[src/rtl/rocketcpu_wb_sample_dma.sv]
// rocketcpu_wb_sample_dma: Wishbone initiator that streams DSP samples into a
// circular buffer in CPU memory, one 32-bit single write per sample.
// Optional feature: define ROCKETCPU_DMA_IRQ_EN to add o_irq / i_irq_mask.
//
// The FIFO head is moved into o_wb_dat when a transfer is launched, so the
// slot it occupied is free while the write is in flight; the ack (or the
// timeout) retires that sample. This lets depth-4 FIFO plus the in-flight
// word hold five samples.

module rocketcpu_wb_sample_dma #(
  parameter int unsigned FIFO_AW = 2,
  parameter int unsigned TIMEOUT = 255
) (
  input  logic        i_wb_clk,
  input  logic        i_wb_rst_n,
  input  logic        i_en,
  input  logic [31:0] i_base_adr,
  input  logic [15:0] i_len,
  input  logic [31:0] i_sample,
  input  logic        i_sample_stb,
  output logic [31:0] o_wb_adr,
  output logic [31:0] o_wb_dat,
  output logic [3:0]  o_wb_sel,
  output logic        o_wb_we,
  output logic        o_wb_cyc,
  input  logic        i_wb_ack,
  output logic [15:0] o_wr_idx,
  output logic        o_busy,
  output logic        o_overflow,
  output logic        o_timeout
`ifdef ROCKETCPU_DMA_IRQ_EN
  ,
  output logic        o_irq,
  input  logic [1:0]  i_irq_mask
`endif
);

  localparam int unsigned Depth   = 1 << FIFO_AW;
  localparam logic [15:0] TmoLast = 16'(TIMEOUT - 1);

  typedef enum logic [1:0] {StIdle, StReq, StGap} state_e;

  state_e             state_q;
  logic [31:0]        fifo_mem [Depth];
  logic [FIFO_AW:0]   wr_ptr_q, rd_ptr_q;
  logic               fifo_empty, fifo_full;
  logic               push_req, push, pop, drop, flush;
  logic [15:0]        len_q;
  logic [15:0]        tmo_cnt_q;
  logic [15:0]        idx_next;
  logic [31:0]        base_aligned;
  logic               xfer_done;

  assign fifo_empty = (wr_ptr_q == rd_ptr_q);
  assign fifo_full  = (wr_ptr_q[FIFO_AW] != rd_ptr_q[FIFO_AW]) &&
                      (wr_ptr_q[FIFO_AW-1:0] == rd_ptr_q[FIFO_AW-1:0]);

  // Launch pops the head; a full FIFO can still accept a push that cycle.
  assign pop      = (state_q == StIdle) && i_en && !fifo_empty;
  assign flush    = (state_q == StIdle) && !i_en;
  assign push_req = i_sample_stb && i_en && (i_len != 16'd0);
  assign push     = push_req && (!fifo_full || pop);
  assign drop     = push_req && fifo_full && !pop;

  assign base_aligned = i_base_adr & 32'hFFFF_FFFC;
  assign xfer_done    = i_wb_ack || (tmo_cnt_q == TmoLast);
  assign o_busy       = (state_q != StIdle) || !fifo_empty;

  // Next buffer index; an index at or past the end (len shrank) wraps to 0.
  always_comb begin
    idx_next = o_wr_idx + 16'd1;
    if ((len_q == 16'd0) || (o_wr_idx >= len_q - 16'd1)) begin
      idx_next = 16'd0;
    end
  end

  // Sample storage; no reset needed, validity is tracked by the pointers.
  always_ff @(posedge i_wb_clk) begin
    if (push) begin
      fifo_mem[wr_ptr_q[FIFO_AW-1:0]] <= i_sample;
    end
  end

  // FIFO pointers, cleared by reset or by a disable flush.
  always_ff @(posedge i_wb_clk or negedge i_wb_rst_n) begin
    if (!i_wb_rst_n) begin
      wr_ptr_q <= '0;
      rd_ptr_q <= '0;
    end else if (flush) begin
      wr_ptr_q <= '0;
      rd_ptr_q <= '0;
    end else begin
      if (push) wr_ptr_q <= wr_ptr_q + 1'b1;
      if (pop)  rd_ptr_q <= rd_ptr_q + 1'b1;
    end
  end

  // Transfer FSM with registered bus outputs, index and sticky flags.
  always_ff @(posedge i_wb_clk or negedge i_wb_rst_n) begin
    if (!i_wb_rst_n) begin
      state_q    <= StIdle;
      o_wb_adr   <= '0;
      o_wb_dat   <= '0;
      o_wb_sel   <= '0;
      o_wb_we    <= 1'b0;
      o_wb_cyc   <= 1'b0;
      o_wr_idx   <= '0;
      o_overflow <= 1'b0;
      o_timeout  <= 1'b0;
      len_q      <= '0;
      tmo_cnt_q  <= '0;
`ifdef ROCKETCPU_DMA_IRQ_EN
      o_irq      <= 1'b0;
`endif
    end else begin
`ifdef ROCKETCPU_DMA_IRQ_EN
      o_irq <= 1'b0;
`endif
      unique case (state_q)
        StIdle: begin
          if (!i_en) begin
            o_wr_idx   <= '0;
            o_overflow <= 1'b0;
            o_timeout  <= 1'b0;
          end else if (!fifo_empty) begin
            o_wb_adr  <= base_aligned + {14'd0, o_wr_idx, 2'b00};
            o_wb_dat  <= fifo_mem[rd_ptr_q[FIFO_AW-1:0]];
            o_wb_sel  <= 4'hF;
            o_wb_we   <= 1'b1;
            o_wb_cyc  <= 1'b1;
            len_q     <= i_len;
            tmo_cnt_q <= '0;
            state_q   <= StReq;
          end
        end
        StReq: begin
          if (xfer_done) begin
            o_wb_sel <= '0;
            o_wb_we  <= 1'b0;
            o_wb_cyc <= 1'b0;
            o_wr_idx <= idx_next;
            if (!i_wb_ack) o_timeout <= 1'b1;
`ifdef ROCKETCPU_DMA_IRQ_EN
            o_irq <= ((idx_next == 16'd0) && !i_irq_mask[0]) ||
                     ((idx_next == (len_q >> 1)) && !i_irq_mask[1]);
`endif
            state_q <= StGap;
          end else begin
            tmo_cnt_q <= tmo_cnt_q + 16'd1;
          end
        end
        StGap: begin
          state_q <= StIdle;
        end
        default: begin
          state_q <= StIdle;
        end
      endcase
      if (drop) o_overflow <= 1'b1;
    end
  end

endmodule

[config.mk]
export PLATFORM = sky130hd
export DESIGN_NAME = rocketcpu_wb_sample_dma
export DESIGN_NICKNAME = d
export VERILOG_FILES = /design/src/rtl/rocketcpu_wb_sample_dma.sv
export SDC_FILE = /design/constraint.sdc
export NUM_CORES = 1
export LEC_CHECK = 0
export CORE_ASPECT_RATIO = 0.75
export CORE_MARGIN = 1
export CORE_UTILIZATION = 45
export DETAILED_ROUTE_END_ITERATION = 12
export GPL_ROUTABILITY_DRIVEN = 0
export PLACE_DENSITY = 0.71
export SYNTH_ARGS = -nofsm -noshare
export SYNTH_HDL_FRONTEND = slang
export SYNTH_SLANG_ARGS = --single-unit
[constraint.sdc]
create_clock -name i_wb_clk -period 3.5 [get_ports i_wb_clk]
set_clock_uncertainty 0.05 [all_clocks]
set_input_delay 0.7 -clock i_wb_clk [delete_from_list [all_inputs] [get_ports i_wb_clk]]
set_output_delay 0.7 -clock i_wb_clk [all_outputs]
set_load 0.05 [all_outputs]
Word-level counts from Yosys, hierarchy flattened. Memory sizes are Yosys's and may differ from the RTL's. A register that Yosys moved wholly into a read port is not among the register bits. Index checks and enable logic that the tools add are counted.

Add/sub/neg operators: 6. Order comparisons: 1. Equal/unequal tests: 12. Multiplexer cells: 32. Bitwise gates (word level): 1. Reductions and logical operators: 33.

Operators with widths (count): $mux 16 (6); $pmux 16 s2 (2); $add 16x1->16 const B (2); $add 32x18->32 (1); $eq 16x8->1 const B (1); $ge 16x16->1 (1); $logic_not 16->1 (1); $reduce_bool 16->1 (1); $sub 16x1->16 const B (1); $mux 3 (4); $mux 4 (3); $ne 2x2->1 const B (6); $reduce_and 4->1 (3); $mux 1 (10); $reduce_bool 2->1 (5); $logic_and 1x1->1 (9); $reduce_and 3->1 (3); $pmux 4 s2 (1); $add 3x1->3 const B (2); $mux 2 (3); $logic_not 1->1 (5); $logic_or 1x1->1 (4); $pmux 1 s2 (2); $pmux 2 s2 (1); 8 further kinds (8).

Bits in registers: 95. Memory bits (writable): 128. Input bits: 85. Output and inout bits: 89. Word-level logic and storage cells: 97. Memories: 1.

Memories: fifo_mem (words 4, width 32, read ports 1, clocked after Yosys merged registers in 1, wr ports 1, line 44) `logic [31:0] fifo_mem [Depth];`.

Depth between registers and ports, before layout.
Depth in word-level cells: 7. Mapped depth: 16. Mapped depth without buffers: 15.

Worst setup path after synthesis. No wires, ideal clock.

Path kind: reg-to-reg. Start point: register len_q[0]. End point: register o_wr_idx[12]. Setup time: 82 ps. Arrival: 3358 ps. Required time: 3368 ps. Slack: 10 ps. Stages on the path, launching flop included: 17. Buffers on the path: 1. Clock period less this slack: 3490 ps. Cells stage by stage: dfrtp_1 > inv_1 > ha_1 > or3b_2 > nor3_1 > nand2b_1 > nor4_1 > xnor2_1 > ha_1 > nand2_1 > o21ai_0 > a2111oi_0 > o31ai_1 > a21oi_1 > buf_2 > nand4_1 > mux2i_1.

Cells in the longest elaborated chain, start to end: 6. Elaborated cells on any way between the ends: 7. Classes of those cells: 1 x add/sub; 1 x order compare; 3 x mux; 2 x reduce/logical.

RTL lines: start, declared (line 48) `logic [15:0] len_q;`; start signal, assigned (line 131) `len_q <= i_len;`; $sub 16x1->16 (line 72) `if ((len_q == 16'd0) || (o_wr_idx >= len_q - 16'd1)) begin`; $ge 16x16->1 (line 72); $logic_or 1x1->1 * (line 72); $mux 16 * (line 72); $mux 16 * (line 137) `if (xfer_done) begin`; $pmux 16 s2 * (line 119) `unique case (state_q)`; end signal, assigned (line 141) `o_wr_idx <= idx_next;`; end, declared (line 27) `output logic [15:0] o_wr_idx,`.

Every way passes the cells marked *; elsewhere a longest branch is shown, timed or not. The select of a mux whose other input is x is not followed. A chain may end at the register's enable or synchronous reset.

Worst setup path after layout.
Start point: register len_q[0]. End point: register o_wr_idx[4].

The elaborated chain is that of the path after synthesis.

==> metrics.md <==
| Metric | Value |
|---|---|
| Status | finished, final reports clean |
| DRT iter0 DRCs | 347 |
| Clock slew at reported path FFs | 0.07 ns |
| WP data required | 3.89 ns |
| First-pass GRT wire length | 41.6 mm |
| Post-synthesis compound-gate area fraction | 6.90% |
| CTS root buf | clkbuf_16 |
| Sequential share of the synthesized area | 59.9% |
| Crit-path max FO | 8 |
| Residual DRC count | 0 |
| Max Cap Viol | 0 |
| Post-Syn Area per Cell | 12.1 um^2 |
| Main area contributors after synthesis | edfxtp_1 34%, dfrtp_1 26%, nand2_1 6.7% |
| Max Fclk | 290 MHz |
| Final hold vios | 0 |
| Hpwl dp | 17.4 mm |
| H-tree depth | 1 |
| Rel. slew slack | 39.7% |
| TritonRoute pass-1 iters | 5 |
| Synthesized flop and latch total | 249 |
| Vias in the first global route | 7742 |
| Total track usage | 19.9% |
| Uppermost routed layer | met4 |
| Initial core utilization | 45.9% |
| Core area | 25000 um^2 |
| RSZ-0062 raised after global routing | true |
| Share of cells above drive strength 1 | 12.2% |
| Initial antenna violation count | 1 |
| CTS tree | yes |
| DR WL met2 | 12.0 mm |
| Maximum vdd drop | 0.000588 V |
| Synth cell count leaders | 204 x nand2_1, 128 x edfxtp_1, 121 x dfrtp_1, 46 x nor2_1, 41 x ha_1 |
| Cell area power density | 824 nW/um^2 |
| WL final | 26.0 mm |
| Fin crit period | 3.45 ns |
| Ys async rst share | 48.6% |
| Die width | 186 um |
| HP Class | input port to async pin |
| Mapped Area | 11500 um^2 |
| Number of buffers created by CTS | 25 |
| Leakage | 5.89 nW |
| Top_reg_cell synth | edfxtp_1 |
| Die Area | 26100 um^2 |
| Avg WL per Cell | 17.4 um |
| Post-Syn Instances | 944 |
| Total chip power | 12.1 mW |
| Detail Route met3 WL | 1.67 mm |
| Crit-path cells | inv_2 > ha_4 > or3b_4 > nor3_4 > nand2b_1 > nor4_2 > xnor2_1 > ha_1 > nand2_1 > o21ai_2 > a2111oi_4 > o31ai_2 > buf_4 > a21oi_4 > buf_6 > nand2b_1 > a31oi_1 |
| Final setup fails | 0 |
| Die height | 140 um |
| Simple-gate share of the synthesized area | 14.9% |
| Wire length on met1 | 11.8 mm |
| Top cell type's share of synthesized area | 33.5% |
| Synth Area in XOR/XNOR | 4.81% |
| Most common cell in the netlist | nand2_1 |
| Tcrit/Tclk final | 98.7% |
| EDFF count, synth | 128 |
| CTS Sinks | 249 |
| ANT nets after route | 0 |
| Most used cell, CP | nand2b_1 |
| Combinational family with the most area after synthesis | simple AND/OR/NAND/NOR gates |
| Final #Nets | 1260 |
| Type of the worst setup path | flop to flop |
| YS warnings | 0 |
| Layout area overhead | 27.9% |
| # IOs | 174 |
| Synth Area in Adders | 4.65% |
| Critical Path Slowest Stage Cell | dfrtp_1 |
| Clk buf depth | 3 |
| Congestion Overflow GR | 0 |
| Design area | 14700 um^2 |
| Crit path launch type | flop |
| Routed vias/inst | 5.28 |
| Detailed-route via count | 7867 |
| Post-CTS Hold Buffers | 0 |
| Max-slew violations | 0 |
| Largest net degree at the start of global routing | 77 |
| Port Buffers | 169 |
| Area after DPL | 13700 um^2 |
| Slowest Stage Delay on Critical Path | 0.40 ns |
| Fillers | 2028 |
| Worst EP arrival | 3.85 ns |
| Post-synthesis mux area share | 6.63% |
| Clk_lat worst skew | 0.54 ns |
| Netlist cell types | 53 |
| Area leader, netlist | edfxtp_1 |
| Rows | 50 |
| Tightest Pin Transition | 0.905 ns |
| Crit end category | flop |
[cells by family after synthesis]
kind of cell,Yosys count
buf+inv,57
simple gates,376
mux,36
flops,249
xor+xnor,63
fa+ha+maj,42
other cells,1
compound gates,120
[state kept, by name (all words and copies together), names as in the netlist, 3 cells and up]
| register | flops |
|---|---|
| wr_ptr_q | 3 |
| fifo_mem | 128 |
| o_wb_dat | 32 |
| tmo_cnt_q | 16 |
| rd_ptr_q | 3 |
| len_q | 16 |
| o_wr_idx | 16 |
| o_wb_adr | 30 |
[path summary, 6_finish.rpt]
kind / to / startpoint / slack (ns) / depth (start not counted)
max in group asynchronous: o_wb_dat[4] / i_wb_rst_n / 2.40 / 2
min in group i_wb_clk: o_wb_dat[31] / o_wb_dat[31] / 0.42 / 2
min: o_wr_idx[12] / i_wb_rst_n / 0.16 / 1
min reg2reg: o_wb_dat[31] / o_wb_dat[31] / 0.42 / 2
max reg2reg: o_wr_idx[4] / len_q[0] / 0.05 / 17
max: o_wr_idx[4] / len_q[0] / 0.05 / 17
[per-stage QoR]
stage	instances	setup slack, ns	util, %	setup TNS, ns	hold slack (ns)
detailed placement	1441	-0.0643	54.9	-0.537	0.412
global route	1490	-0.146	58.7	-1.37	0.202
floorplan	945	0.0102	-	0	0.354
finish	1491	0.0463	58.8	0	0.158
global placement	1441	0.00305	54.9	0	0.406
CTS	1487	0.0257	58.3	0	0.175
[critical path, delay by kind of cell (launching register included)]
| kind | cells | cell delay (ns) |
|---|---|---|
| AO/OA/AOI/OAI | 5 | 0.85 |
| XOR/XNOR | 1 | 0.12 |
| flip-flops | 1 | 0.40 |
| adder cells (fa/ha/maj) | 2 | 0.45 |
| buffers and inverters | 3 | 0.40 |
| AND/OR/NAND/NOR | 6 | 1.09 |
[layout by cell type, fill, tap and decap left out, types with 3 or more instances in the layout]
cell             count
o21ai_0             39
and2_1               4
a211o_1              4
nand2b_1            10
a21o_1              12
mux2i_1              4
clkbuf_1             7
clkinv_2             5
o31ai_1              3
ha_1                40
a31oi_1              8
nor3_1              13
dfrtp_1            120
inv_1               13
nand3_1             24
nor4_1              14
buf_4               29
clkdlybuf4s50_1    167
mux4_2              32
nand2_1            204
and3_1              11
a41oi_1              4
clkbuf_16           25
and2_2               4
a21oi_1             24
and4_1               3
a211oi_1             6
buf_12               6
nand4_1             15
edfxtp_1           128
nor2b_1              5
xor2_1              25
clkbuf_8             3
a31o_2               3
nor2_1              44
xnor2_1             38
or3_1                5
nor3b_1              3
[metal layers]
metal / vias to the layer above / GRT usage [%]
met1: 3843 / 27.6
met3: 33 / 4.41
met5: - / 0
li1: 3783 / -
met2: 208 / 32.1
met4: 0 / 4.52
[power breakdown]
group          internal (mW)  switching, mW  leakage, nW
Sequential              3.76          0.448         2.72
Clock                   1.54           1.14        0.404
Combinational           1.93           3.27         2.76
[final cells by class]
class / instances / area, um^2 / share of cell area [%]
inverters: 15 / 56.3 / 0.384
flip-flops and latches: 249 / 6870 / 46.9
well taps: 338 / 423 / 2.88
clock buffers: 35 / 693 / 4.73
repair buffers: 203 / 2020 / 13.8
multi-input cells: 639 / 4470 / 30.5
diodes: 1 / 2.50 / 0.0171
clock inverters: 11 / 130 / 0.887
[timing repair]
item / in CTS / in global routing
pin swaps: 1 / 15
resized for setup: 1 / 22
setup buffers: 0 / 3
endpoints found under the setup margin: 13 / 16
cloned: 0 / 0
Power figures use the tool's default switching activity.
